`src/rtl/load_store_unit_if.sv`:
```
// Pipeline-side request/response bundle of the load/store unit.
//   slave  : the load/store unit (accepts requests, produces responses)
//   master : the EX/MEM stage driving requests and the MEM/WB stage sampling responses
// Signals:
//   req_valid/req_ready  handshake, accept on an edge where both are 1
//   req_write            1 = store, 0 = load
//   req_size             00 byte, 01 half, 10 word, 11 double
//   req_signed           sign-extend loads
//   req_addr             byte address
//   req_wdata            store data, low 8*n bits used
//   resp_valid           one-cycle completion pulse
//   resp_rdata           extended load data (0 for stores and faults)
//   resp_fault           request rejected, memory untouched
interface load_store_unit_if;
  logic        req_valid;
  logic        req_ready;
  logic        req_write;
  logic [1:0]  req_size;
  logic        req_signed;
  logic [7:0]  req_addr;
  logic [63:0] req_wdata;
  logic        resp_valid;
  logic [63:0] resp_rdata;
  logic        resp_fault;

  modport slave (
    input  req_valid, req_write, req_size, req_signed, req_addr, req_wdata,
    output req_ready, resp_valid, resp_rdata, resp_fault
  );

  modport master (
    output req_valid, req_write, req_size, req_signed, req_addr, req_wdata,
    input  req_ready, resp_valid, resp_rdata, resp_fault
  );
endinterface

```
`src/rtl/load_store_unit.sv`:
```
// Load/store unit between EX/MEM and a 64-bit big-endian DataMemory that
// always reads and writes 8 bytes starting at Address.
// Sub-doubleword stores are done as read-modify-write.
// Ports:
//   clock, reset_n         clock and asynchronous active-low reset
//   lsu                    pipeline request/response bundle (slave side)
//   Address, WriteData     to DataMemory
//   MemRead, MemWrite      to DataMemory strobes
//   ReadData               from DataMemory
module load_store_unit #(
  parameter int MEM_TOP = 225
) (
  input  logic                 clock,
  input  logic                 reset_n,
  load_store_unit_if.slave     lsu,
  output logic [7:0]           Address,
  output logic [63:0]          WriteData,
  output logic                 MemRead,
  output logic                 MemWrite,
  input  logic [63:0]          ReadData
);

  typedef enum logic [1:0] {IDLE, READ, WRITE, RESP} state_t;

  state_t      state_q, state_d;
  logic        ready_q, ready_d;
  logic [7:0]  addr_q, addr_d;
  logic [63:0] wdata_q, wdata_d;
  logic        mem_rd_q, mem_rd_d;
  logic        mem_wr_q, mem_wr_d;
  logic        resp_valid_q, resp_valid_d;
  logic [63:0] resp_rdata_q, resp_rdata_d;
  logic        resp_fault_q, resp_fault_d;
  logic        lat_write_q, lat_write_d;
  logic [1:0]  lat_size_q, lat_size_d;
  logic        lat_signed_q, lat_signed_d;
  logic [63:0] lat_wdata_q, lat_wdata_d;

  // Misaligned, or the 8-byte memory window would run past MEM_TOP.
  function automatic logic req_fault(input logic [7:0] addr, input logic [1:0] size);
    logic [9:0] last;
    logic       mis;
    last = {2'b00, addr} + 10'd7;
    case (size)
      2'b00:   mis = 1'b0;
      2'b01:   mis = addr[0];
      2'b10:   mis = |addr[1:0];
      default: mis = |addr[2:0];
    endcase
    return mis || (last > 10'(MEM_TOP));
  endfunction

  // Big-endian: the addressed bytes sit at the top of ReadData.
  function automatic logic [63:0] load_extend(input logic [63:0] rd, input logic [1:0] size,
                                              input logic sgn);
    logic [63:0] r;
    case (size)
      2'b00:   r = sgn ? {{56{rd[63]}}, rd[63:56]} : {56'h0, rd[63:56]};
      2'b01:   r = sgn ? {{48{rd[63]}}, rd[63:48]} : {48'h0, rd[63:48]};
      2'b10:   r = sgn ? {{32{rd[63]}}, rd[63:32]} : {32'h0, rd[63:32]};
      default: r = rd;
    endcase
    return r;
  endfunction

  // Overlay the new store bytes onto the top of the doubleword just read.
  function automatic logic [63:0] store_merge(input logic [63:0] rd, input logic [63:0] wd,
                                              input logic [1:0] size);
    logic [63:0] r;
    case (size)
      2'b00:   r = {wd[7:0],  rd[55:0]};
      2'b01:   r = {wd[15:0], rd[47:0]};
      2'b10:   r = {wd[31:0], rd[31:0]};
      default: r = wd;
    endcase
    return r;
  endfunction

  // Next-state and registered-output logic.
  always_comb begin
    state_d      = state_q;
    ready_d      = 1'b0;
    addr_d       = addr_q;
    wdata_d      = wdata_q;
    mem_rd_d     = 1'b0;
    mem_wr_d     = 1'b0;
    resp_valid_d = 1'b0;
    resp_rdata_d = 64'h0;
    resp_fault_d = 1'b0;
    lat_write_d  = lat_write_q;
    lat_size_d   = lat_size_q;
    lat_signed_d = lat_signed_q;
    lat_wdata_d  = lat_wdata_q;
    case (state_q)
      IDLE: begin
        if (lsu.req_valid && ready_q) begin
          lat_write_d  = lsu.req_write;
          lat_size_d   = lsu.req_size;
          lat_signed_d = lsu.req_signed;
          lat_wdata_d  = lsu.req_wdata;
          addr_d       = lsu.req_addr;
          if (req_fault(lsu.req_addr, lsu.req_size)) begin
            state_d      = RESP;
            resp_valid_d = 1'b1;
            resp_fault_d = 1'b1;
          end else if (!lsu.req_write || (lsu.req_size != 2'b11)) begin
            state_d  = READ;
            mem_rd_d = 1'b1;
          end else begin
            state_d  = WRITE;
            wdata_d  = lsu.req_wdata;
            mem_wr_d = 1'b1;
          end
        end else begin
          ready_d = 1'b1;
        end
      end
      READ: begin
        if (lat_write_q) begin
          state_d  = WRITE;
          wdata_d  = store_merge(ReadData, lat_wdata_q, lat_size_q);
          mem_wr_d = 1'b1;
        end else begin
          state_d      = RESP;
          resp_valid_d = 1'b1;
          resp_rdata_d = load_extend(ReadData, lat_size_q, lat_signed_q);
        end
      end
      WRITE: begin
        state_d      = RESP;
        resp_valid_d = 1'b1;
      end
      RESP: begin
        state_d = IDLE;
        ready_d = 1'b1;
      end
      default: begin
        state_d = IDLE;
      end
    endcase
  end

  // State and output registers, all cleared asynchronously.
  always_ff @(posedge clock or negedge reset_n) begin
    if (!reset_n) begin
      state_q      <= IDLE;
      ready_q      <= 1'b0;
      addr_q       <= 8'h0;
      wdata_q      <= 64'h0;
      mem_rd_q     <= 1'b0;
      mem_wr_q     <= 1'b0;
      resp_valid_q <= 1'b0;
      resp_rdata_q <= 64'h0;
      resp_fault_q <= 1'b0;
      lat_write_q  <= 1'b0;
      lat_size_q   <= 2'b00;
      lat_signed_q <= 1'b0;
      lat_wdata_q  <= 64'h0;
    end else begin
      state_q      <= state_d;
      ready_q      <= ready_d;
      addr_q       <= addr_d;
      wdata_q      <= wdata_d;
      mem_rd_q     <= mem_rd_d;
      mem_wr_q     <= mem_wr_d;
      resp_valid_q <= resp_valid_d;
      resp_rdata_q <= resp_rdata_d;
      resp_fault_q <= resp_fault_d;
      lat_write_q  <= lat_write_d;
      lat_size_q   <= lat_size_d;
      lat_signed_q <= lat_signed_d;
      lat_wdata_q  <= lat_wdata_d;
    end
  end

  assign lsu.req_ready  = ready_q;
  assign lsu.resp_valid = resp_valid_q;
  assign lsu.resp_rdata = resp_rdata_q;
  assign lsu.resp_fault = resp_fault_q;
  assign Address        = addr_q;
  assign WriteData      = wdata_q;
  assign MemRead        = mem_rd_q;
  assign MemWrite       = mem_wr_q;

endmodule
```
`src/flat_wrapper.sv`:
```
// flat-port wrapper written by rule: the top's interface ports become plain ports
module load_store_unit_flat 
#(
  parameter int MEM_TOP = 225
)
  (clock, reset_n, Address, WriteData, MemRead, MemWrite, ReadData, lsu_req_valid, lsu_req_write, lsu_req_size, lsu_req_signed, lsu_req_addr, lsu_req_wdata, lsu_req_ready, lsu_resp_valid, lsu_resp_rdata, lsu_resp_fault);
  load_store_unit_if lsu_i ();
  input  logic clock;
  input  logic reset_n;
  output logic [7:0] Address;
  output logic [63:0] WriteData;
  output logic MemRead;
  output logic MemWrite;
  input  logic [63:0] ReadData;
  input wire logic [$bits(lsu_i.req_valid)-1:0] lsu_req_valid;
  input wire logic [$bits(lsu_i.req_write)-1:0] lsu_req_write;
  input wire logic [$bits(lsu_i.req_size)-1:0] lsu_req_size;
  input wire logic [$bits(lsu_i.req_signed)-1:0] lsu_req_signed;
  input wire logic [$bits(lsu_i.req_addr)-1:0] lsu_req_addr;
  input wire logic [$bits(lsu_i.req_wdata)-1:0] lsu_req_wdata;
  output wire logic [$bits(lsu_i.req_ready)-1:0] lsu_req_ready;
  output wire logic [$bits(lsu_i.resp_valid)-1:0] lsu_resp_valid;
  output wire logic [$bits(lsu_i.resp_rdata)-1:0] lsu_resp_rdata;
  output wire logic [$bits(lsu_i.resp_fault)-1:0] lsu_resp_fault;
  assign lsu_i.req_valid = lsu_req_valid;
  assign lsu_i.req_write = lsu_req_write;
  assign lsu_i.req_size = lsu_req_size;
  assign lsu_i.req_signed = lsu_req_signed;
  assign lsu_i.req_addr = lsu_req_addr;
  assign lsu_i.req_wdata = lsu_req_wdata;
  assign lsu_req_ready = lsu_i.req_ready;
  assign lsu_resp_valid = lsu_i.resp_valid;
  assign lsu_resp_rdata = lsu_i.resp_rdata;
  assign lsu_resp_fault = lsu_i.resp_fault;
  load_store_unit #(.MEM_TOP(MEM_TOP)) u_core (.clock(clock), .reset_n(reset_n), .lsu(lsu_i), .Address(Address), .WriteData(WriteData), .MemRead(MemRead), .MemWrite(MemWrite), .ReadData(ReadData));
endmodule
```
`config.mk`:
```
export PLATFORM = sky130hd
export DESIGN_NAME = load_store_unit_flat
export DESIGN_NICKNAME = d
export VERILOG_FILES = /design/src/rtl/load_store_unit_if.sv /design/src/rtl/load_store_unit.sv /design/src/flat_wrapper.sv
export SDC_FILE = /design/constraint.sdc
export NUM_CORES = 1
export LEC_CHECK = 0
export BUFFER_PORTS_ARGS = -buffer_cell sky130_fd_sc_hd__clkbuf_2
export CORE_ASPECT_RATIO = 0.9
export CORE_UTILIZATION = 47
export DETAILED_ROUTE_END_ITERATION = 8
export PLACE_DENSITY_LB_ADDON = 0.3
export SYNTH_ARGS = -nofsm -noshare
export SYNTH_HDL_FRONTEND = slang
export SYNTH_SLANG_ARGS = --single-unit
export TNS_END_PERCENT = 5
```
`constraint.sdc`:
```
create_clock -name clock -period 2.23 [get_ports clock]
set_input_delay 0 -clock clock [delete_from_list [all_inputs] [get_ports clock]]
set_output_delay 0 -clock clock [all_outputs]
set_load 0.02 [all_outputs]
```
; ---- After elaboration in Yosys (flattened, before gate mapping)
; Cells that the tools add are included.
[word_totals]
out_inout_bits = 141
regBits = 211
[op_classes]
addsub = 1
muxes = 36
n_lt_le_gt_ge = 1
n_reduce_logical = 12
n_eq_ne = 12
[ops]
columns = cell, n
row1 = $mux W64, 9
row2 = $pmux W64 S3, 2
row3 = $pmux W64 S2, 1
row4 = $mux W1, 16
row5 = $gt A10 B8 Y1 const B, 1
row6 = $add A8 B3 Y9 const B, 1
row7 = $eq A2 B2 Y1 const B, 4
row8 = $pmux W2 S4, 1
row9 = $eq A2 B1 Y1 const B, 3
row10 = $logic_not A2 Y1, 3
row11 = $mux W2, 3
row12 = $ne A2 B2 Y1 const B, 3
row13 = $pmux W1 S3, 2
row14 = $reduce_and A5 Y1, 1
row15 = $ne A2 B1 Y1 const B, 2
row16 = $pmux W1 S2, 2
row17 = $reduce_or A3 Y1, 1
row18 = $logic_or A1 B1 Y1, 2
row19 = $reduce_and A2 Y1, 1
row20 = $reduce_bool A2 Y1, 1
row21 = $reduce_or A2 Y1, 1
row22 = $logic_and A1 B1 Y1, 1
row23 = $logic_not A1 Y1, 1

; ---- Longest topological paths before layout
; Gate-level depths: netlist of the first run.
[depth]
ltp_word = 8
depth_mapped = 9

; ---- Least setup slack after synthesis of the first run
; Ideal clock, no wire load.
[synth_timing]
kind = reg-to-reg
start = reg u_core.state_q[1]
end = reg u_core.wdata_q[0], in the netlist u_core.WriteData[0]
path_slack_ns = 0.033
stages_incl_launch_ff = 10
setup_time_ns = 0.125
required_ns = 2.105
arrival_time_ns = 2.073
cell_sequence = dfrtp_1 inv_1 ha_1 buf_2 inv_1 nor2_2 nor2_1 a31oi_4 buf_6 mux2_2
[synth_between]
elab_chain_cells = 3
word_cells_on_any_way = 9
cone_classes = eq/ne: 5 / mux: 1 / reduce/logical: 3
[synth_rtl]
columns = item, line_no
row1 = "start, declared", load_store_unit.sv:25  ; state_t state_q, state_d;
row2 = "start signal, assigned", load_store_unit.sv:160  ; state_q <= state_d;
row3 = $eq A2 B1 Y1 / $logic_not A2 Y1 (equally long branches), load_store_unit.sv:94  ; case (state_q)
row4 = "$ne A2 B1 Y1 (no source line), or another cell as far along", n/a
row5 = $reduce_and A5 Y1 (no source line), n/a
row6 = "end signal, assigned", load_store_unit.sv:163  ; wdata_q <= wdata_d;
row7 = "end, declared", load_store_unit.sv:28  ; logic [63:0] wdata_q, wdata_d;
; Parallel ways exist; a longest one is shown, timed or not.
; A chain may end at the register's enable or synchronous reset.

; ---- Worst setup path in the final report of the first run
[layout_timing]
start = reg u_core.state_q[0]
end = reg u_core.wdata_q[25], in the netlist u_core.WriteData[25]
; Same word-level chain as after synthesis.

==> results of run 1 <==
[how the worst max path moves through the flow]
stage | start | to | slack, ns
2_1_floorplan | u_core.state_q[1]$_DFFE_PN0N_ | u_core.WriteData[0]$_DFFE_PN0P_ | 0.03
3_5_place_dp | u_core.state_q[0]$_DFFE_PN0N_ | u_core.WriteData[23]$_DFFE_PN0P_ | 0.11
4_1_cts | u_core.state_q[0]$_DFFE_PN0N_ | u_core.WriteData[25]$_DFFE_PN0P_ | 0.1
6_report | u_core.state_q[0]$_DFFE_PN0N_ | u_core.WriteData[25]$_DFFE_PN0P_ | 0.08
5_1_grt | u_core.state_q[1]$_DFFE_PN0N_ | u_core.WriteData[25]$_DFFE_PN0P_ | 0.02
3_3_place_gp | u_core.state_q[1]$_DFFE_PN0N_ | u_core.WriteData[27]$_DFFE_PN0P_ | 0.21
[critical path, stage by stage, from the launching register on]
cell and delay [ns]:
sky130_fd_sc_hd__dfrtp_1 0.42, sky130_fd_sc_hd__inv_1 0.10, sky130_fd_sc_hd__ha_1 0.29, sky130_fd_sc_hd__nand3_4 0.10, sky130_fd_sc_hd__o21ai_0 0.17, sky130_fd_sc_hd__a31oi_4 0.33, sky130_fd_sc_hd__buf_12 0.24, sky130_fd_sc_hd__mux2_2 0.36
[report_power, final]
group	switching, uW	total, uW	internal, uW
Sequential	1280	6660	5380
Combinational	4270	8060	3790
Clock	1550	3940	2390
Total	7110	18700	11600
[cell usage after synthesis (all sizes together) (5+ instances only)]
cell,count,area share
inv,6,0.0022
o21a,32,0.024
buf,25,0.016
mux2,171,0.19
nor2,43,0.016
o21ai,20,0.010
dfrtp,211,0.53
mux4,24,0.054
ha,5,0.0062
nor2b,18,0.011
a21oi,77,0.038
mux2i,48,0.048
clkbuf,32,0.012
o221ai,7,0.0061
and2,8,0.0050
nand2,34,0.013
[kinds of logic (layout without fill, tap and decap cells)]
logic type / after synthesis / in the layout / share of synthesized area
buf+inv: 63 / 492 / 0.0303
other cells: 0 / 4 / 0
simple gates: 112 / 112 / 0.0513
fa+ha+maj: 5 / 5 / 0.00624
xor+xnor: 1 / 1 / 0.000873
compound gates: 145 / 145 / 0.0895
flops: 211 / 211 / 0.526
mux: 243 / 243 / 0.296
[area by class of cell]
cell class / instances / area share
Antenna cell: 4 / 0.000713
Clock buffer: 39 / 0.0533
Clock inverter: 2 / 0.00276
Inverter: 6 / 0.00160
Multi-Input combinational cell: 506 / 0.320
Sequential cell: 211 / 0.377
Tap cell: 286 / 0.0255
Timing Repair Buffer: 445 / 0.220
[stage by stage]
| stage | cells | util | hold WS (ns) | setup WS, ns | cell area (um^2) |
|---|---|---|---|---|---|
| global placement | 1322 | 0.572 | -0.00131 | 0.207 | 11900 |
| global route | 1497 | 0.673 | 0.0400 | 0.0167 | 14000 |
| finish | 1499 | 0.674 | 0.0102 | 0.0773 | 14000 |
| CTS | 1495 | 0.673 | 0.00239 | 0.0953 | 14000 |
| floorplan | 780 | - | -0.296 | 0.0327 | 10000 |
| detailed placement | 1322 | 0.572 | -0.00140 | 0.112 | 11900 |
[sequential cells by signal (all words and copies together) (netlist names)]
register / cells
u_core.lsu.req_ready: 1
u_core.lsu.resp_fault: 1
u_core.state_q: 2
u_core.lat_signed_q: 1
u_core.lat_write_q: 1
u_core.MemRead: 1
u_core.lsu.resp_valid: 1
u_core.lat_wdata_q: 64
u_core.lsu.resp_rdata: 64
u_core.WriteData: 64
u_core.lat_size_q: 2
u_core.MemWrite: 1
u_core.Address: 8
[routing by layer]
layer | global-route usage | routed length [um]
met1 | 0.424 | 14300
met2 | 0.469 | 14800
met3 | 0.0593 | 2470
met4 | 0.111 | 1050
met5 | 0 | 13
[repair_timing]
action / CTS / global route
gates resized for setup: 0 / 0
hold endpoints to repair: 388 / 0
hold buffers: 132 / 0
==> results.ini, run 1 <==
[status]
status=complete, no violations

[setup_path]
critical_path_start_end_classification=reg2reg
rr_worst_depth=7
critical_path.startpoint_type=flip-flop
worstSetupEndpointType=flip-flop
timing.critical_path.required_ns=2.63
critical_path.reg2reg.endpoint=u_core.WriteData[25]$_DFFE_PN0P_
worst-r2r-setup-slack_ns=0.08
r2r_start=u_core.state_q[0]$_DFFE_PN0N_
critPathMaxFanout=26
cp_arrival_ns=2.55

[timing]
min_period_over_period=0.965
setup-tns-final_ns=0
worst-slew-pin-transition_ns=0.585
layout_min_cycle_time_ns=2.15
setup_viol=0
slew_viol_final=0
max_clock_freq_mhz=465
finalClockSkew_ns=0.00924
worst_slew_margin_relative_to_its_limit=0.609
unrepaired_setup_endpoints_after_global_routing=false
finalHoldViolCount=0

[cts]
numClockSinks=211
worst_setup_hold_path_clk_slew_ns=0.06
clk_root_buffer_cell=sky130_fd_sc_hd__clkbuf_16
tritoncts=built
post-cts-setup-buffer-count=0
cts_inserted_buffers=24
worst_skew_pair.late_latency_ns=0.52
maximum_level_of_the_cts_h_tree=1
cts_buffer_depth=3

[layout]
drive_above_1_share=0.458
sequential_cell_area_um2=5290
most-common-layout-cells=sky130_fd_sc_hd__clkbuf_2 (282), sky130_fd_sc_hd__dfrtp_1 (209), sky130_fd_sc_hd__mux2_2 (166)
syn2layout_area_growth_pct=39.9
final_common_cell=sky130_fd_sc_hd__clkbuf_2
fin_nets=1342
multi_input_logic_area_um2=4490
num-fill-cells=1560

[floorplanning]
initial_core_util=0.482
core_box_area_um2=20800
die_x_um=156
rows=50
height_of_the_die_um=141
die_area_um2=21900
design.portCount=284

[synth]
seq_area_frac_synth=0.526
netlist-cell-type-count=38
mappedNetlistNets=928
count_of_flip_flops_with_a_built_in_enable_after_synthesis=0
synth_seq_cells=211
synth-warning-count=0
synthCells=780
syn_area_per_cell_um2=12.9
synth-main-ff-cell=sky130_fd_sc_hd__dfrtp_1
async_flop_share=1.00
synth_area_um2=10000

[route]
via_per_inst=5.42
initialDrtViolationCount=551
wl_per_cell_um=21.8
wirelength_mm=32.7
ant_nets=0
drt_drc_violations_left=0
routed-via-count=8122
drt-pass1-iter-count=5

[power_and_ir_drop]
worst_ir_drop_vdd_mv=0.823
p_per_area_nw_per_um2=1330
leakage_uw=0.00688
power.total_uw=18700

[grt]
grt_max_degree=82
initial_antenna_violation_count=5
grt_pass1_vias=8311
wire_length_of_the_first_global_routing_pass_mm=49.3
grt-ovfl-total=0
gr-usage-all-layers=0.303

[worst_hold_path]
kind_of_path_behind_the_tightest_hold_check=in2async

[place]
numPortBuffers=283
routabilityCongestion=0.845
detailed_place_hpwl_mm=22.2

[flow_run]
maxCapViolCount=0

Power figures use the tool's default switching activity.
==> run 2: changes to the inputs <==
CTS_BUF_LIST = sky130_fd_sc_hd__clkbuf_4   (was not set)
==> results.ini, run 2 (synthesized netlist as in run 1, its figures left out) <==
[layout]
drive_above_1_share=0.473  ; was 0.458
fin_nets=1386  ; was 1342
most-common-layout-cells=sky130_fd_sc_hd__clkbuf_2 (282), sky130_fd_sc_hd__dfrtp_1 (209), sky130_fd_sc_hd__mux2_2 (166)  ; unchanged
post_layout_nonfiller_instances=1571  ; was 1499
final_common_cell=sky130_fd_sc_hd__clkbuf_2  ; unchanged
syn2layout_area_growth_pct=40.2  ; was 39.9%
num-fill-cells=1553  ; was 1560

[timing]
layout_min_cycle_time_ns=2.15  ; about the same
finalHoldViolCount=0  ; unchanged
worst_slew_margin_relative_to_its_limit=0.624  ; was 0.609
finalClockSkew_ns=0.0265  ; was 0.00924 ns
setup_viol=0  ; unchanged
min_period_over_period=0.965  ; about the same
unrepaired_setup_endpoints_after_global_routing=false  ; unchanged
worst-slew-pin-transition_ns=0.564  ; was 0.585 ns
slew_viol_final=0  ; unchanged
hold_ws_ns=0.128  ; was 0.0102 ns
setup-tns-final_ns=0  ; unchanged
max_clock_freq_mhz=465  ; about the same

[grt]
grt_max_degree=82  ; unchanged
grt_pass1_vias=8598  ; was 8311
busiest_layer=met2  ; unchanged
grtUsageMet2=0.481  ; was 0.469
wire_length_of_the_first_global_routing_pass_mm=49.9  ; was 49.3 mm
global_route.usage.met1=0.408  ; was 0.424
initial_antenna_violation_count=4  ; was 5
grt-ovfl-total=0  ; unchanged
gr-usage-all-layers=0.306  ; was 0.303
met3_usage=0.0802  ; was 0.0593

[power_and_ir_drop]
power.share.sequential=0.368  ; was 0.357
power_frac_clock=0.183  ; was 0.211
leakage_uw=0.00696  ; was 0.00688 uW
p_per_area_nw_per_um2=1280  ; was 1330 nW/um^2
worst_ir_drop_vdd_mv=0.733  ; was 0.823 mV
total_switching_power_uw=7170  ; was 7110 uW
power.total_uw=18000  ; was 18700 uW
power.switching_fraction=0.398  ; was 0.381
cellInternalPower_uw=10900  ; was 11600 uW
comb_power_share=0.449  ; was 0.432

[cts]
cts_inserted_buffers=55  ; was 24
cts_buffer_depth=3  ; unchanged
clk_root_buffer_cell=sky130_fd_sc_hd__clkbuf_4  ; was sky130_fd_sc_hd__clkbuf_16
tritoncts=built  ; unchanged
numClockSinks=211  ; unchanged
worst_setup_hold_path_clk_slew_ns=0.07  ; was 0.06 ns
worst_skew_pair.late_latency_ns=0.66  ; was 0.52 ns
maximum_level_of_the_cts_h_tree=2  ; was 1

[floorplanning]
die_x_um=156  ; unchanged
initial_core_util=0.482  ; unchanged
die_area_um2=21900  ; unchanged
core_box_area_um2=20800  ; unchanged
design.portCount=284  ; unchanged
rows=50  ; unchanged
height_of_the_die_um=141  ; unchanged

[route]
drt_drc_violations_left=0  ; unchanged
ant_nets=0  ; unchanged
via_per_inst=5.30  ; was 5.42
wl_per_cell_um=21.1  ; was 21.8 um
drt-pass1-iter-count=5  ; unchanged
routed-via-count=8327  ; was 8122
initialDrtViolationCount=531  ; was 551
wirelength_mm=33.1  ; was 32.7 mm

[worst_hold_path]
worst_hold_path.num_cells=3
kind_of_path_behind_the_tightest_hold_check=in2reg  ; was in2async

[status]
status=complete, no violations  ; unchanged

[place]
detailed_place_hpwl_mm=22.2  ; unchanged
routabilityCongestion=0.845  ; unchanged
numPortBuffers=283  ; unchanged
place.detailed.instances=1322  ; unchanged

[setup_path]
timing.critical_path.required_ns=2.76  ; was 2.63 ns
worstSetupEndpointType=flip-flop  ; unchanged
rr_worst_depth=7  ; unchanged
cp_arrival_ns=2.68  ; was 2.55 ns
critPathMaxFanout=26  ; unchanged
critical_path.startpoint_type=flip-flop  ; unchanged
critical_path_start_end_classification=reg2reg  ; unchanged

[flow_run]
maxCapViolCount=0  ; unchanged

==> run 2: changes by cell type in the layout (fill, tap and decap cells not counted), sizes merged <==
| cell | before | now |
|---|---|---|
| bufinv | 1 | 0 |
| diode | 4 | 5 |
| clkinv | 1 | 17 |
| clkbuf | 321 | 363 |
| dlygate4sd3 | 132 | 145 |
| inv | 6 | 7 |
==> run 2: stage by stage <==
stage / util / worst slack [ns] / cell area (um^2)
2_1_floorplan: - / 0.0327 / 10000
3_3_place_gp: 0.572 / 0.207 / 11900
3_5_place_dp: 0.572 / 0.112 / 11900
4_1_cts: 0.674 / 0.0479 / 14000
5_1_grt: 0.675 / 0.0143 / 14100
6_report: 0.675 / 0.0781 / 14100
==> run 2: final timing paths <==
check / from / to / slack, ns
max in group asynchronous: reset_n / u_core.lat_wdata_q[3]$_DFFE_PN0P_ / 0.94
max: u_core.state_q[0]$_DFFE_PN0N_ / u_core.WriteData[25]$_DFFE_PN0P_ / 0.08
max reg2reg: u_core.state_q[0]$_DFFE_PN0N_ / u_core.WriteData[25]$_DFFE_PN0P_ / 0.08
min in group asynchronous: reset_n / u_core.WriteData[18]$_DFFE_PN0P_ / 0.40
min reg2reg: u_core.Address[2]$_DFFE_PN0P_ / u_core.Address[2]$_DFFE_PN0P_ / 0.49
min: lsu_req_addr[3] / u_core.Address[3]$_DFFE_PN0P_ / 0.13
==> run 2: layout make-up <==
type / count / area (um^2) / area share
sequential: 211 / 5290 / 0.376
multi-input combinational: 506 / 4490 / 0.319
timing repair buffer: 458 / 3220 / 0.229
clock buffer: 81 / 608 / 0.0432
tap: 286 / 358 / 0.0254
clock inverter: 18 / 71.3 / 0.00507
inverter: 6 / 22.5 / 0.00160
antenna: 5 / 12.5 / 0.000890
==> run 2: repair_timing <==
item / in CTS / in global routing
hold buffers: 145 / 0
gates resized for setup: 0 / 1
setup buffers: 0 / 0
hold endpoints to repair: 421 / 0
setup endpoints to repair: 0 / 1
==> run 2: power by group through the flow <==
stage	Clock [uW]	Sequential [uW]	Combinational, uW
floorplan	0	7260	4370
global placement	0	6610	7620
detailed placement	0	6650	7790
CTS	3340	6590	8030
global route	3570	6810	8650
finish	3300	6640	8090
==> run 2: per-layer routing <==
| layer | part of all wire | up-vias |
|---|---|---|
| li1 | - | 3780 |
| met1 | 0.42 | 4062 |
| met2 | 0.46 | 413 |
| met3 | 0.083 | 72 |
| met4 | 0.028 | 0 |
| met5 | 0 | - |
==> run 2: worst max-delay path, stage by stage (launching register included) <==
cell and delay [ns]:
sky130_fd_sc_hd__dfrtp_1 0.42, sky130_fd_sc_hd__inv_1 0.10, sky130_fd_sc_hd__ha_1 0.30, sky130_fd_sc_hd__nand3_4 0.10, sky130_fd_sc_hd__o21ai_0 0.16, sky130_fd_sc_hd__a31oi_4 0.33
sky130_fd_sc_hd__buf_12 0.24, sky130_fd_sc_hd__mux2_2 0.36
==> run 3: changes to the inputs <==
SETUP_SLACK_MARGIN = 0.2   (was not set)
==> results.ini, run 3 (synthesized netlist as in run 1, its figures left out) <==
[status]
status=complete, no violations  ; unchanged

[place]
numPortBuffers=283  ; unchanged
routabilityCongestion=0.868  ; was 0.845
detailed_place_hpwl_mm=22.1  ; was 22.2 mm
detailedPlace.worstSlack_ns=0.0613  ; was 0.112 ns
dpl-instance-area_um2=11900  ; about the same
place.detailed.instances=1321  ; was 1322

[layout]
num-fill-cells=1577  ; was 1553
sequential_cell_area_um2=5290  ; unchanged
post_layout_nonfiller_instances=1582  ; was 1571
final_common_cell=sky130_fd_sc_hd__clkbuf_2  ; unchanged
syn2layout_area_growth_pct=41.1  ; was 40.2%
most-common-layout-cells=sky130_fd_sc_hd__clkbuf_2 (282), sky130_fd_sc_hd__dfrtp_1 (209), sky130_fd_sc_hd__mux2_2 (166)  ; unchanged
multi_input_logic_area_um2=4500  ; was 4490 um^2
drive_above_1_share=0.477  ; was 0.473
stdcell_area_um2=14200  ; was 14100 um^2
fin_nets=1393  ; was 1386

[floorplanning]
die_area_um2=21900  ; unchanged
design.portCount=284  ; unchanged
rows=50  ; unchanged
height_of_the_die_um=141  ; unchanged
die_x_um=156  ; unchanged
core_box_area_um2=20800  ; unchanged
initial_core_util=0.482  ; unchanged

[cts]
worst_skew_pair.late_latency_ns=0.67  ; was 0.66 ns
clk_root_buffer_cell=sky130_fd_sc_hd__clkbuf_4  ; unchanged
tritoncts=built  ; unchanged
numClockSinks=211  ; unchanged
cts_inserted_buffers=58  ; was 55
cts_buffer_depth=3  ; unchanged
maximum_level_of_the_cts_h_tree=2  ; unchanged
worst_setup_hold_path_clk_slew_ns=0.07  ; about the same

[route]
initialDrtViolationCount=534  ; was 531
drt_drc_violations_left=0  ; unchanged
wirelength_mm=33.5  ; was 33.1 mm
routed-via-count=8407  ; was 8327
drt-pass1-iter-count=5  ; unchanged
ant_nets=0  ; unchanged
via_per_inst=5.31  ; was 5.30
wl_per_cell_um=21.2  ; was 21.1 um

[setup_path]
critical_path_start_end_classification=reg2reg  ; unchanged
crit_family=buffers and inverters  ; was compound AO/OA/AOI/OAI gates
critical_path_cell_count=8  ; was 7
worst_setup_path_endpoint=u_core.WriteData[36]$_DFFE_PN0P_  ; was u_core.WriteData[25]$_DFFE_PN0P_
cp_arrival_ns=2.50  ; was 2.68 ns
worst_path_max_delay_cell=sky130_fd_sc_hd__dfrtp_1  ; unchanged
rr_worst_depth=8  ; was 7
max_stage_delay_ns=0.40  ; was 0.42 ns
cp_num_buf_inv=4  ; was 2
r2r_start=u_core.state_q[0]$_DFFE_PN0N_  ; unchanged
worst-r2r-setup-slack_ns=0.27  ; was 0.08 ns
timing.critical_path.required_ns=2.77  ; was 2.76 ns
worstSetupEndpointType=flip-flop  ; unchanged
critical_path.startpoint_type=flip-flop  ; unchanged
crit_chain=buf_4 > ha_4 > inv_1 > o21ai_1 > a31oi_4 > buf_12 > buf_16 > mux2_2  ; was inv_1 > ha_1 > nand3_4 > o21ai_0 > a31oi_4 > buf_12 > mux2_2
critical_path.startpoint=u_core.state_q[0]$_DFFE_PN0N_  ; unchanged
critical_path.reg2reg.endpoint=u_core.WriteData[36]$_DFFE_PN0P_  ; was u_core.WriteData[25]$_DFFE_PN0P_
critPathMaxFanout=11  ; was 26

[timing]
setup-tns-final_ns=0  ; unchanged
layout_min_cycle_time_ns=1.96  ; was 2.15 ns
max_clock_freq_mhz=509  ; was 465 MHz
finalHoldViolCount=0  ; unchanged
slew_viol_final=0  ; unchanged
final.setup.worst_slack_ns=0.266  ; was 0.0781 ns
finalClockSkew_ns=0.0321  ; was 0.0265 ns
unrepaired_setup_endpoints_after_global_routing=true  ; was false
worst-slew-pin-transition_ns=0.602  ; was 0.564 ns
worst_slew_margin_relative_to_its_limit=0.597  ; was 0.624
setup_viol=0  ; unchanged
min_period_over_period=0.881  ; was 0.965

[grt]
grt_pass1_vias=8574  ; was 8598
grt_max_degree=82  ; unchanged
initial_antenna_violation_count=3  ; was 4
gr-usage-all-layers=0.309  ; was 0.306
grt-ovfl-total=0  ; unchanged
wire_length_of_the_first_global_routing_pass_mm=50.1  ; was 49.9 mm

[power_and_ir_drop]
p_per_area_nw_per_um2=1280  ; about the same
leakage_uw=0.00701  ; was 0.00696 uW
worst_ir_drop_vdd_mv=0.736  ; was 0.733 mV
power.total_uw=18100  ; was 18000 uW

[worst_hold_path]
kind_of_path_behind_the_tightest_hold_check=in2reg  ; unchanged

[flow_run]
maxCapViolCount=0  ; unchanged

-- run 3: changes by cell type in the layout (fill, tap and decap cells not counted), moves of 2 or more --
cell | before | now
sky130_fd_sc_hd__diode_2 | 5 | 3
sky130_fd_sc_hd__buf_6 | 0 | 2
sky130_fd_sc_hd__dlygate4sd3_1 | 145 | 143
sky130_fd_sc_hd__buf_4 | 21 | 25
sky130_fd_sc_hd__buf_12 | 9 | 5
sky130_fd_sc_hd__clkbuf_16 | 0 | 2
sky130_fd_sc_hd__clkinv_1 | 14 | 22
sky130_fd_sc_hd__buf_16 | 0 | 2
sky130_fd_sc_hd__clkinv_2 | 3 | 6
-- run 3: worst min-delay path by stage --
stage,start,endpoint,cells past startpoint
floorplan,reset_n,u_core.Address[0]$_DFFE_PN0P_,0
global placement,reset_n,u_core.lsu.resp_rdata[16]$_DFF_PN0_,1
detailed placement,reset_n,u_core.lsu.resp_rdata[16]$_DFF_PN0_,1
CTS,lsu_req_wdata[24],u_core.lat_wdata_q[24]$_DFFE_PN0P_,3
global route,lsu_req_wdata[24],u_core.lat_wdata_q[24]$_DFFE_PN0P_,3
finish,lsu_req_wdata[24],u_core.lat_wdata_q[24]$_DFFE_PN0P_,3
-- run 3: worst min-delay path, delay by kind of cell --
family,cells,cell delay (ns)
muxes,1,0.13
buffers and inverters,2,0.63
-- run 3: report_power, final --
group / internal, uW / switching [uW] / leakage, uW
clock: 1670 / 1670 / 0.000426
sequential: 5380 / 1230 / 0.00268
combinational: 3850 / 4290 / 0.00391
total: 10900 / 7190 / 0.00701
-- run 3: cell type report --
class,count,share of cell area
Antenna cell,3,0.000530
Clock inverter,28,0.00795
Tap cell,286,0.0253
Multi-Input combinational cell,506,0.318
Clock buffer,80,0.0424
Inverter,6,0.00159
Timing Repair Buffer,462,0.231
Sequential cell,211,0.373
-- run 3: stage by stage --
| stage | hold WS [ns] | utilization |
|---|---|---|
| 4_1_cts | 0.0699 | 0.675 |
| 3_5_place_dp | 0.0250 | 0.570 |
| 3_3_place_gp | 0.0190 | 0.570 |
| 5_1_grt | 0.0991 | 0.679 |
| 6_report | 0.115 | 0.680 |
| 2_1_floorplan | -0.296 | - |
-- run 3: repair_timing --
item,CTS,global route
gates resized for setup,4,4
gates cloned,1,2
setup endpoints to repair,61,94
pin swaps,1,1
hold buffers,143,0
buffers inserted,1,3
endpoints found under the hold margin,422,0
-- run 3: layer usage --
metal | part of all wire | global-route usage
met1 | 0.42 | 0.422
met2 | 0.47 | 0.486
met3 | 0.083 | 0.0686
met4 | 0.028 | 0.112
met5 | 0 | 0
